===== src/rtl/clk_gen_pkg.sv =====
// Shared types, constants and helpers for the clock-enable/divider bank.
package clk_gen_pkg;

    localparam int unsigned PKG_CNT_W       = 16;
    localparam int unsigned PKG_DEFAULT_DIV = 2;

    typedef logic [PKG_CNT_W-1:0] cnt_t;

    // Channel-select width, never narrower than one bit.
    function automatic int unsigned ch_w(input int unsigned n);
        return (n > 1) ? $clog2(n) : 1;
    endfunction

    // Number of high cycles in one period: ceil(div/2).
    function automatic cnt_t hi_len(input cnt_t div);
        logic [PKG_CNT_W:0] sum;
        sum = {1'b0, div} + 1'b1;
        return sum[PKG_CNT_W:1];
    endfunction

    // Counter load value on enable or realign; out-of-range phase falls back to 0.
    function automatic cnt_t phase_eff(input cnt_t div, input cnt_t phase);
        return (phase < div) ? phase : '0;
    endfunction

endpackage


===== src/rtl/clk_div_chan.sv =====
// One divider channel: shadow/active config, free-running counter, registered outputs.
module clk_div_chan
    import clk_gen_pkg::*;
#(
    parameter int unsigned DEFAULT_DIV = PKG_DEFAULT_DIV
) (
    input  logic clk_i,
    input  logic rst_i,
    input  logic en_i,
    input  logic sync_i,
    input  logic acc_i,
    input  cnt_t div_i,
    input  cnt_t phase_i,
    output logic pending_o,
    output logic clk_o,
    output logic tick_o
);

    cnt_t div_q, div_d, phase_q, phase_d;
    cnt_t sdiv_q, sdiv_d, sphase_q, sphase_d;
    cnt_t cnt_q, cnt_d;
    logic pend_q, pend_d, act_q, act_d;
    logic clk_q, clk_d, tick_q, tick_d;
    logic wrap;

    always_comb begin
        div_d    = div_q;
        phase_d  = phase_q;
        sdiv_d   = sdiv_q;
        sphase_d = sphase_q;
        pend_d   = pend_q;
        act_d    = act_q;
        cnt_d    = cnt_q;
        wrap     = (cnt_q == div_q - 1'b1);

        if (act_q && en_i) begin
            if (sync_i) begin
                // A config arriving with the realign is applied directly, not shadowed.
                if (acc_i) begin
                    div_d   = div_i;
                    phase_d = phase_i;
                end else if (pend_q) begin
                    div_d   = sdiv_q;
                    phase_d = sphase_q;
                    pend_d  = 1'b0;
                end
                act_d = (div_d != '0);
                cnt_d = act_d ? phase_eff(div_d, phase_d) : '0;
            end else begin
                if (wrap) begin
                    if (pend_q) begin
                        div_d   = sdiv_q;
                        phase_d = sphase_q;
                        pend_d  = 1'b0;
                    end
                    cnt_d = '0;
                    act_d = (div_d != '0);
                end else begin
                    cnt_d = cnt_q + 1'b1;
                end
                if (acc_i) begin
                    sdiv_d   = div_i;
                    sphase_d = phase_i;
                    pend_d   = 1'b1;
                end
            end
        end else begin
            if (pend_q) begin
                div_d   = sdiv_q;
                phase_d = sphase_q;
                pend_d  = 1'b0;
            end
            if (acc_i) begin
                sdiv_d   = div_i;
                sphase_d = phase_i;
                pend_d   = 1'b1;
            end
            act_d = en_i && (div_d != '0);
            cnt_d = act_d ? phase_eff(div_d, phase_d) : '0;
        end

        tick_d = act_d && (cnt_d == '0);
        clk_d  = act_d && (cnt_d < hi_len(div_d));
    end

    always_ff @(posedge clk_i) begin
        if (rst_i) begin
            div_q    <= cnt_t'(DEFAULT_DIV);
            phase_q  <= '0;
            sdiv_q   <= '0;
            sphase_q <= '0;
            cnt_q    <= '0;
            pend_q   <= 1'b0;
            act_q    <= 1'b0;
            clk_q    <= 1'b0;
            tick_q   <= 1'b0;
        end else begin
            div_q    <= div_d;
            phase_q  <= phase_d;
            sdiv_q   <= sdiv_d;
            sphase_q <= sphase_d;
            cnt_q    <= cnt_d;
            pend_q   <= pend_d;
            act_q    <= act_d;
            clk_q    <= clk_d;
            tick_q   <= tick_d;
        end
    end

    assign pending_o = pend_q;
    assign clk_o     = clk_q;
    assign tick_o    = tick_q;

endmodule


===== src/rtl/clk_div_bank.sv =====
// Multi-channel clock-enable/divider bank: config decode plus NUM_CH divider channels.
module clk_div_bank
    import clk_gen_pkg::*;
#(
    parameter int unsigned NUM_CH      = 4,
    parameter int unsigned CNT_W       = PKG_CNT_W,
    parameter int unsigned DEFAULT_DIV = PKG_DEFAULT_DIV,
    localparam int unsigned CH_W       = ch_w(NUM_CH)
) (
    input  logic              sys_clk,
    input  logic              sys_rst,
    input  logic              cfg_valid,
    output logic              cfg_ready,
    input  logic [CH_W-1:0]   cfg_ch,
    input  logic [CNT_W-1:0]  cfg_div,
    input  logic [CNT_W-1:0]  cfg_phase,
    input  logic [NUM_CH-1:0] ch_en,
    input  logic              sync_req,
    output logic [NUM_CH-1:0] clk_out,
    output logic [NUM_CH-1:0] tick
);

    logic [NUM_CH-1:0] pending;
    logic [NUM_CH-1:0] acc;
    logic              sel_pend;

    // Out-of-range channel numbers see no pending flag, so they are always accepted.
    always_comb begin
        sel_pend = 1'b0;
        for (int i = 0; i < NUM_CH; i++) begin
            if (cfg_ch == CH_W'(i)) sel_pend = pending[i];
        end
    end

    assign cfg_ready = ~sys_rst & ~sel_pend;

    always_comb begin
        acc = '0;
        for (int i = 0; i < NUM_CH; i++) begin
            acc[i] = cfg_valid & cfg_ready & (cfg_ch == CH_W'(i));
        end
    end

    for (genvar g = 0; g < NUM_CH; g++) begin : g_chan
        clk_div_chan #(
            .DEFAULT_DIV(DEFAULT_DIV)
        ) u_chan (
            .clk_i    (sys_clk),
            .rst_i    (sys_rst),
            .en_i     (ch_en[g]),
            .sync_i   (sync_req),
            .acc_i    (acc[g]),
            .div_i    (cfg_div),
            .phase_i  (cfg_phase),
            .pending_o(pending[g]),
            .clk_o    (clk_out[g]),
            .tick_o   (tick[g])
        );
    end

endmodule


===== config.mk =====
export PLATFORM = sky130hd
export DESIGN_NAME = clk_div_bank
export DESIGN_NICKNAME = d
export VERILOG_FILES = /design/src/rtl/clk_gen_pkg.sv /design/src/rtl/clk_div_chan.sv /design/src/rtl/clk_div_bank.sv
export SDC_FILE = /design/constraint.sdc
export NUM_CORES = 1
export LEC_CHECK = 0
export CELL_PAD_IN_SITES_DETAIL_PLACEMENT = 0
export CELL_PAD_IN_SITES_GLOBAL_PLACEMENT = 2
export CORE_ASPECT_RATIO = 2
export CORE_MARGIN = 4
export CORE_UTILIZATION = 35
export DETAILED_ROUTE_END_ITERATION = 12
export PLACE_DENSITY = 0.88
export SLEW_MARGIN = 20
export SYNTH_ARGS = -nofsm -noshare
export SYNTH_HDL_FRONTEND = slang
export SYNTH_SLANG_ARGS = --single-unit

===== constraint.sdc =====
create_clock -name sys_clk -period 6.4 [get_ports sys_clk]
set_input_delay 0.64 -clock sys_clk [delete_from_list [all_inputs] [get_ports sys_clk]]
set_output_delay 0.64 -clock sys_clk [all_outputs]
set_load 0.01 [all_outputs]

# == Word-level counts from Yosys, hierarchy flattened ==
# Cells that the tools add are included.
# totals
ff_bits,336
out_inout_bits,9
elab_cells,296
inputBits,42
# classes
order_cmp,12
n_eq_ne,23
n_reduce_logical,37
mux,168
addsub,12
n_bitwise,8
# ops
cell,n
two-way mux 16 bit,128
less-than comparator 16 bit,12
nonzero test 16 bit,12
"adder 16 x 1 -> 17 bit, second input constant",4
"adder 16 x 1 -> 16 bit, second input constant",4
== test 16 bit,4
zero test 16 bit,4
"subtractor 16 x 1 -> 16 bit, second input constant",4
two-way mux 1 bit,40
logical AND 1 bit,16
"inequality test 4 x 2 -> 1 bit, second input constant",4
"inequality test 3 x 2 -> 1 bit, second input constant",4
"inequality test 3 bit, second input constant",4
"inequality test 2 bit, second input constant",4
AND reduction 2 bit,4
bitwise AND 1 bit,6
"== test 2 bit, second input constant",2
"== test 2 x 1 -> 1 bit, second input constant",1
zero test 2 bit,1
NOT 1 bit,2

# == Logic depth before layout (Yosys ltp) ==
# depth
ltp_word,19
ltp_mapped,32
depth_no_buf,25

# == Hierarchy ==
# A second synthesis with hierarchy kept.
# hier_totals
hier_cells,3428
hier_area_um2,26598.0
# modules_own_cells
mod,cells_per_inst,n_inst,area_per_inst_um2,seq_area_each_um2
clk_div_chan at g_chan[1].u_chan ...,866,2,6702.7,1681.6
clk_div_chan at g_chan[3].u_chan,848,1,6635.1,1681.6
clk_div_chan at g_chan[0].u_chan,840,1,6490.0,1681.6
clk_div_bank,8,1,67.6,0.0

# == Least setup slack after synthesis ==
# No wires, ideal clock.
# synth_timing
path_type,input -> register
from,input port cfg_ch[0]
to,register g_chan[0].u_chan.clk_q
setup_slack_ps,215
n_path_buf,7
cell_stages,31
required_ps,6326
setup_ps,74
arrival_time_ps,6111
cell_sequence,or3b_2 or3_1 clkbuf_1 clkbuf_1 clkbuf_1 clkbuf_1 clkbuf_1 o21ai_0 inv_1 ha_1 a21o_1 a21o_1 a21oi_1 a2111o_1 a31oi_1 or4b_2 clkbuf_1 clkbuf_1 o22ai_1 a21o_1 ha_1 a21o_1 a21oi_1 nor2b_1 o21ai_0 nand2b_1 a21oi_1 nor2b_1 o21ai_0 nand3_1 a31oi_1
# synth_between
elab_chain_len,19
elab_cells_between_ends,31
classes_between,add/sub: 1; order compare: 2; eq/ne: 3; mux: 18; bitwise: 4; reduce/logical: 3
# synth_rtl
element,line,text
from (decl),clk_div_bank.sv:14,"input logic [CH_W-1:0] cfg_ch,"
zero test 2 bit,"clk_div_bank.sv:31, clk_div_bank.sv:40",
two-way mux 1 bit (4 in a row),clk_div_bank.sv:31,if (cfg_ch == CH_W'(i)) sel_pend = pending[i];
NOT 1 bit,clk_div_bank.sv:35,assign cfg_ready = ~sys_rst & ~sel_pend;
bitwise AND 1 bit,clk_div_bank.sv:35,
bitwise AND 1 bit,clk_div_bank.sv:40,acc[i] = cfg_valid & cfg_ready & (cfg_ch == CH_W'(i));
bitwise AND 1 bit *,clk_div_bank.sv:40,
two-way mux 16 bit,clk_div_chan.sv:39,if (acc_i) begin
two-way mux 16 bit,clk_div_chan.sv:37,if (sync_i) begin
two-way mux 16 bit,clk_div_chan.sv:36,if (act_q && en_i) begin
less-than comparator 16 bit,clk_gen_pkg.sv:23,return (phase < div) ? phase : '0;
two-way mux 16 bit,clk_gen_pkg.sv:23,
two-way mux 16 bit *,clk_div_chan.sv:48,"cnt_d = act_d ? phase_eff(div_d, phase_d) : '0;"
two-way mux 16 bit *,clk_div_chan.sv:37,
two-way mux 16 bit *,clk_div_chan.sv:36,
via g_chan[0].u_chan.cnt_d[9],clk_div_chan.sv:21,"cnt_t cnt_q, cnt_d;"
less-than comparator 16 bit *,clk_div_chan.sv:83,clk_d = act_d && (cnt_d < hi_len(div_d));
logical AND 1 bit *,clk_div_chan.sv:83,
to (signal assigned),clk_div_chan.sv:105,clk_q <= clk_d;
to (decl),clk_div_chan.sv:23,"logic clk_q, clk_d, tick_q, tick_d;"
# The timed path passes the listed nets; every way through them passes the cells marked *. The select of a mux whose other input is x is not followed.
# A chain may end at the register's enable or synchronous reset.

# == Worst setup path after layout ==
# layout_timing
from,input port cfg_valid
to,register g_chan[0].u_chan.clk_q
# layout_between
elab_chain_len,12
elab_cells_between_ends,21
classes_between,add/sub: 1; order compare: 2; mux: 14; bitwise: 2; reduce/logical: 2
# layout_rtl
element,line,text
from (decl),clk_div_bank.sv:12,"input logic cfg_valid,"
bitwise AND 1 bit * (2 in a row),clk_div_bank.sv:40,
two-way mux 16 bit,clk_div_chan.sv:39,
two-way mux 16 bit,clk_div_chan.sv:37,
two-way mux 16 bit,clk_div_chan.sv:36,
less-than comparator 16 bit,clk_gen_pkg.sv:23,
two-way mux 16 bit,clk_gen_pkg.sv:23,
two-way mux 16 bit *,clk_div_chan.sv:48,
two-way mux 16 bit *,clk_div_chan.sv:37,
two-way mux 16 bit *,clk_div_chan.sv:36,
via g_chan[0].u_chan.cnt_d[9],clk_div_chan.sv:21,
less-than comparator 16 bit *,clk_div_chan.sv:83,
logical AND 1 bit *,clk_div_chan.sv:83,
# Marks and branches as above.

==> results.tsv <==
metric	value	unit
die_width	202	um
std_cell_rows	142	
synth_area_leaders	dfxtp_1 (25%), ha_1 (8.9%), nand2_1 (6.5%)	
critPathRequiredTime	6890	ps
root_buffer	clkbuf_16	
synth_top_area_frac	0.255	
clk_path_buf_depth	3	
nFillCells	7764	
synth_top_family_by_area	simple AND/OR/NAND/NOR gates	
reg2reg_depth	25	
yosysTopAreaCell	dfxtp_1	
max_slew_margin	0.275	
wl	111000	um
place_hpwl	86600	um
clk_latency	580	ps
drive_gt1_frac	0.121	
drt_pre_antenna_iters	8	
maxCapViolCount	0	
ant_nets	0	
synthCells	3507	
antenna_found_initial	1	
worstHoldStart	g_chan[1].u_chan.sphase_q[14]$_SDFFE_PP0P_	
die_area	0.0801	sq mm
synthSimpleGateAreaFrac	0.250	
synth-edff-count	0	
worstReg2RegStart	g_chan[1].u_chan.div_q[1]$_SDFF_PP1_	
grtUsageTotal	0.265	
nets	3778	
synth_most_common_cell	nand2_1	
endpoint_kind	register	
synth_fa_ha_area_frac	0.0891	
min_period	5880	ps
timing.rr.end	g_chan[1].u_chan.clk_o$_SDFF_PP0_	
finalCritPeriodShare	0.919	
p_leak	12.4	nW
slowest_stage	or4b_2	
cts_made_buffers	35	
synth_area	0.0264	sq mm
crit_top_cell	a21o_1	
synthXorXnorAreaFrac	0.0614	
worst_pin_slew	1070	ps
globalplace.congestion	0.966	
peakVddDrop	0.222	mV
avgSynthCellArea	7.52	sq um
startpoint_type	primary input	
grt_max_degree	117	
clk_pin_slew	70	ps
core_area	0.0748	sq mm
grt_setup_unrepaired	no	
setup_tns	0	ps
cts_htree_levels	2	
slew_viol_final	0	
ys_ff_latch	336	
hold_slack	455	ps
synth_compound_area_frac	0.206	
finalNonFillerCells	4583	
setup_violations	0	
reg2reg_setup_slack	550	ps
dieHeight	396	um
wl_per_cell	24.1	um
areaGrowthSynthToFinish	13.8	%
hold_path_class	register to register	
ys.flop_type	dfxtp_1	
synth_cell_type_count	101	
fmax	170	MHz
port_buffers	50	
grt_first_pass_wirelength	163000	um
synthTopCellsByCount	nand2_1 (455), nor2_1 (406), dfxtp_1 (336)	
cts_setup_buffers	0	
whs_endpoint	g_chan[1].u_chan.sphase_q[14]$_SDFFE_PP0P_	
dpl.cell_count	4520	
critPathKind	primary input to register	
muxShareOfSynthArea	0.0764	
cts_tree	yes	
p_per_area	191	mW/mm^2
cp.arrival	6370	ps
grt_pass1_vias	26200	
postCtsHoldBufs	0	
synth_fp_nets	3736	
first_iter_violations	1945	
grt-ovfl-total	0	
ioPinCount	51	
path_max_fanout	16	
hold_violations	0	
outcome	complete, no violations	
drc	0	
clock_skew	28.4	ps
yosysSeqAreaShare	0.255	
vias_per_cell	5.73	
initial_utilization	0.353	
hold_depth	2	
yosysWarnings	0	
postSynth.asyncResetShare	0	
slowest_delay	730	ps
cts_resized	0	
clock_sinks	336	
dr_total_vias	26300	
[layout make-up]
class / count / area, sq um / share of cell area
Sequential cell: 336 / 6730 / 0.224
Multi-Input combinational cell: 2774 / 18100 / 0.602
Tap cell: 1008 / 1260 / 0.0420
Antenna cell: 1 / 2.50 / 0.0000833
Clock buffer: 42 / 953 / 0.0318
Clock inverter: 20 / 274 / 0.00913
Timing Repair Buffer: 265 / 2220 / 0.0738
Inverter: 137 / 514 / 0.0171
[how the worst max path moves through the flow]
stage                                              start                                end  cells after the start
floorplan                                      cfg_ch[0]  g_chan[0].u_chan.clk_o$_SDFF_PP0_                     31
global placement                               cfg_valid  g_chan[0].u_chan.clk_o$_SDFF_PP0_                     26
detailed placement                             cfg_valid  g_chan[0].u_chan.clk_o$_SDFF_PP0_                     26
CTS                 g_chan[1].u_chan.div_q[1]$_SDFF_PP1_  g_chan[1].u_chan.clk_o$_SDFF_PP0_                     25
global route        g_chan[1].u_chan.div_q[1]$_SDFF_PP1_  g_chan[1].u_chan.clk_o$_SDFF_PP0_                     25
finish                                         cfg_valid  g_chan[0].u_chan.clk_o$_SDFF_PP0_                     26
[where the power goes]
group	leakage [nW]	internal (mW)	switching [mW]	total (mW)
logic	9.10	0.460	0.769	1.23
clock network	0.582	1.28	1.01	2.29
registers	2.72	2.15	0.0614	2.21
[per-layer routing]
layer / share of wire / wire length [um] / track usage
met1: 0.35 / 38200 / 0.262
met3: 0.039 / 4280 / 0.0268
met4: 0.096 / 10600 / 0.209
met5: 0 / 0 / 0
met2: 0.52 / 57500 / 0.499
[critical path: cells and delay by family]
kind / cells / cell delay (ps)
AO/OA/AOI/OAI: 14 / 2360
buffers and inverters: 3 / 810
adder cells (fa/ha/maj): 2 / 550
AND/OR/NAND/NOR: 7 / 1990
[state kept, by name (all words and copies together) (netlist names)]
| name | flops |
|---|---|
| g_chan.u_chan.pending_o | 4 |
| g_chan.u_chan.clk_o | 4 |
| g_chan.u_chan.sdiv_q | 64 |
| g_chan.u_chan.sphase_q | 64 |
| g_chan.u_chan.phase_q | 64 |
| g_chan.u_chan.tick_o | 4 |
| g_chan.u_chan.act_q | 4 |
| g_chan.u_chan.div_q | 64 |
| g_chan.u_chan.cnt_q | 64 |
[cells in the final DEF, fill, tap and decap left out, types with 10 or more instances in the layout]
cell type	n
nand3b_1	10
ha_1	187
a21oi_1	306
nor2_1	402
nor2b_1	69
or2_2	20
o22ai_1	60
and3_1	27
a21o_1	40
a211oi_1	72
o221ai_1	14
nand4_1	77
mux2i_1	136
clkdlybuf4s50_1	48
a22oi_1	15
o21ai_0	140
mux2_2	56
nor3_1	61
o211ai_1	20
or4_1	10
nor4_2	11
clkbuf_16	36
nor3b_1	12
inv_1	136
xnor2_1	100
nand2_1	455
nor4_1	32
nand2b_1	24
xor2_1	85
a31oi_1	14
dfxtp_1	332
a221oi_1	32
nand3_1	67
buf_4	208
[per-stage QoR]
step / cell area [sq um] / power, mW / setup slack (ps) / util
after detailed placement: 28800 / 3.47 / 96.1 / 0.385
after floorplan: 26400 / 2.97 / 215 / -
after global placement: 28800 / 3.47 / 57.7 / 0.385
after global routing: 30000 / 5.92 / 140 / 0.401
final: 30000 / 5.73 / 520 / 0.401
after CTS: 30000 / 5.76 / 473 / 0.401
[logic make-up (layout without fill, tap and decap cells)]
kind of cell / count (synthesis) / in the layout
AND/OR/NAND/NOR: 1364 / 1364
adder cells (fa/ha/maj): 188 / 188
AO/OA/AOI/OAI: 844 / 844
multiplexers: 193 / 193
other: 0 / 1
flip-flops: 336 / 336
XOR/XNOR: 185 / 185
buffers and inverters: 397 / 464
Power figures use the tool's default switching activity.
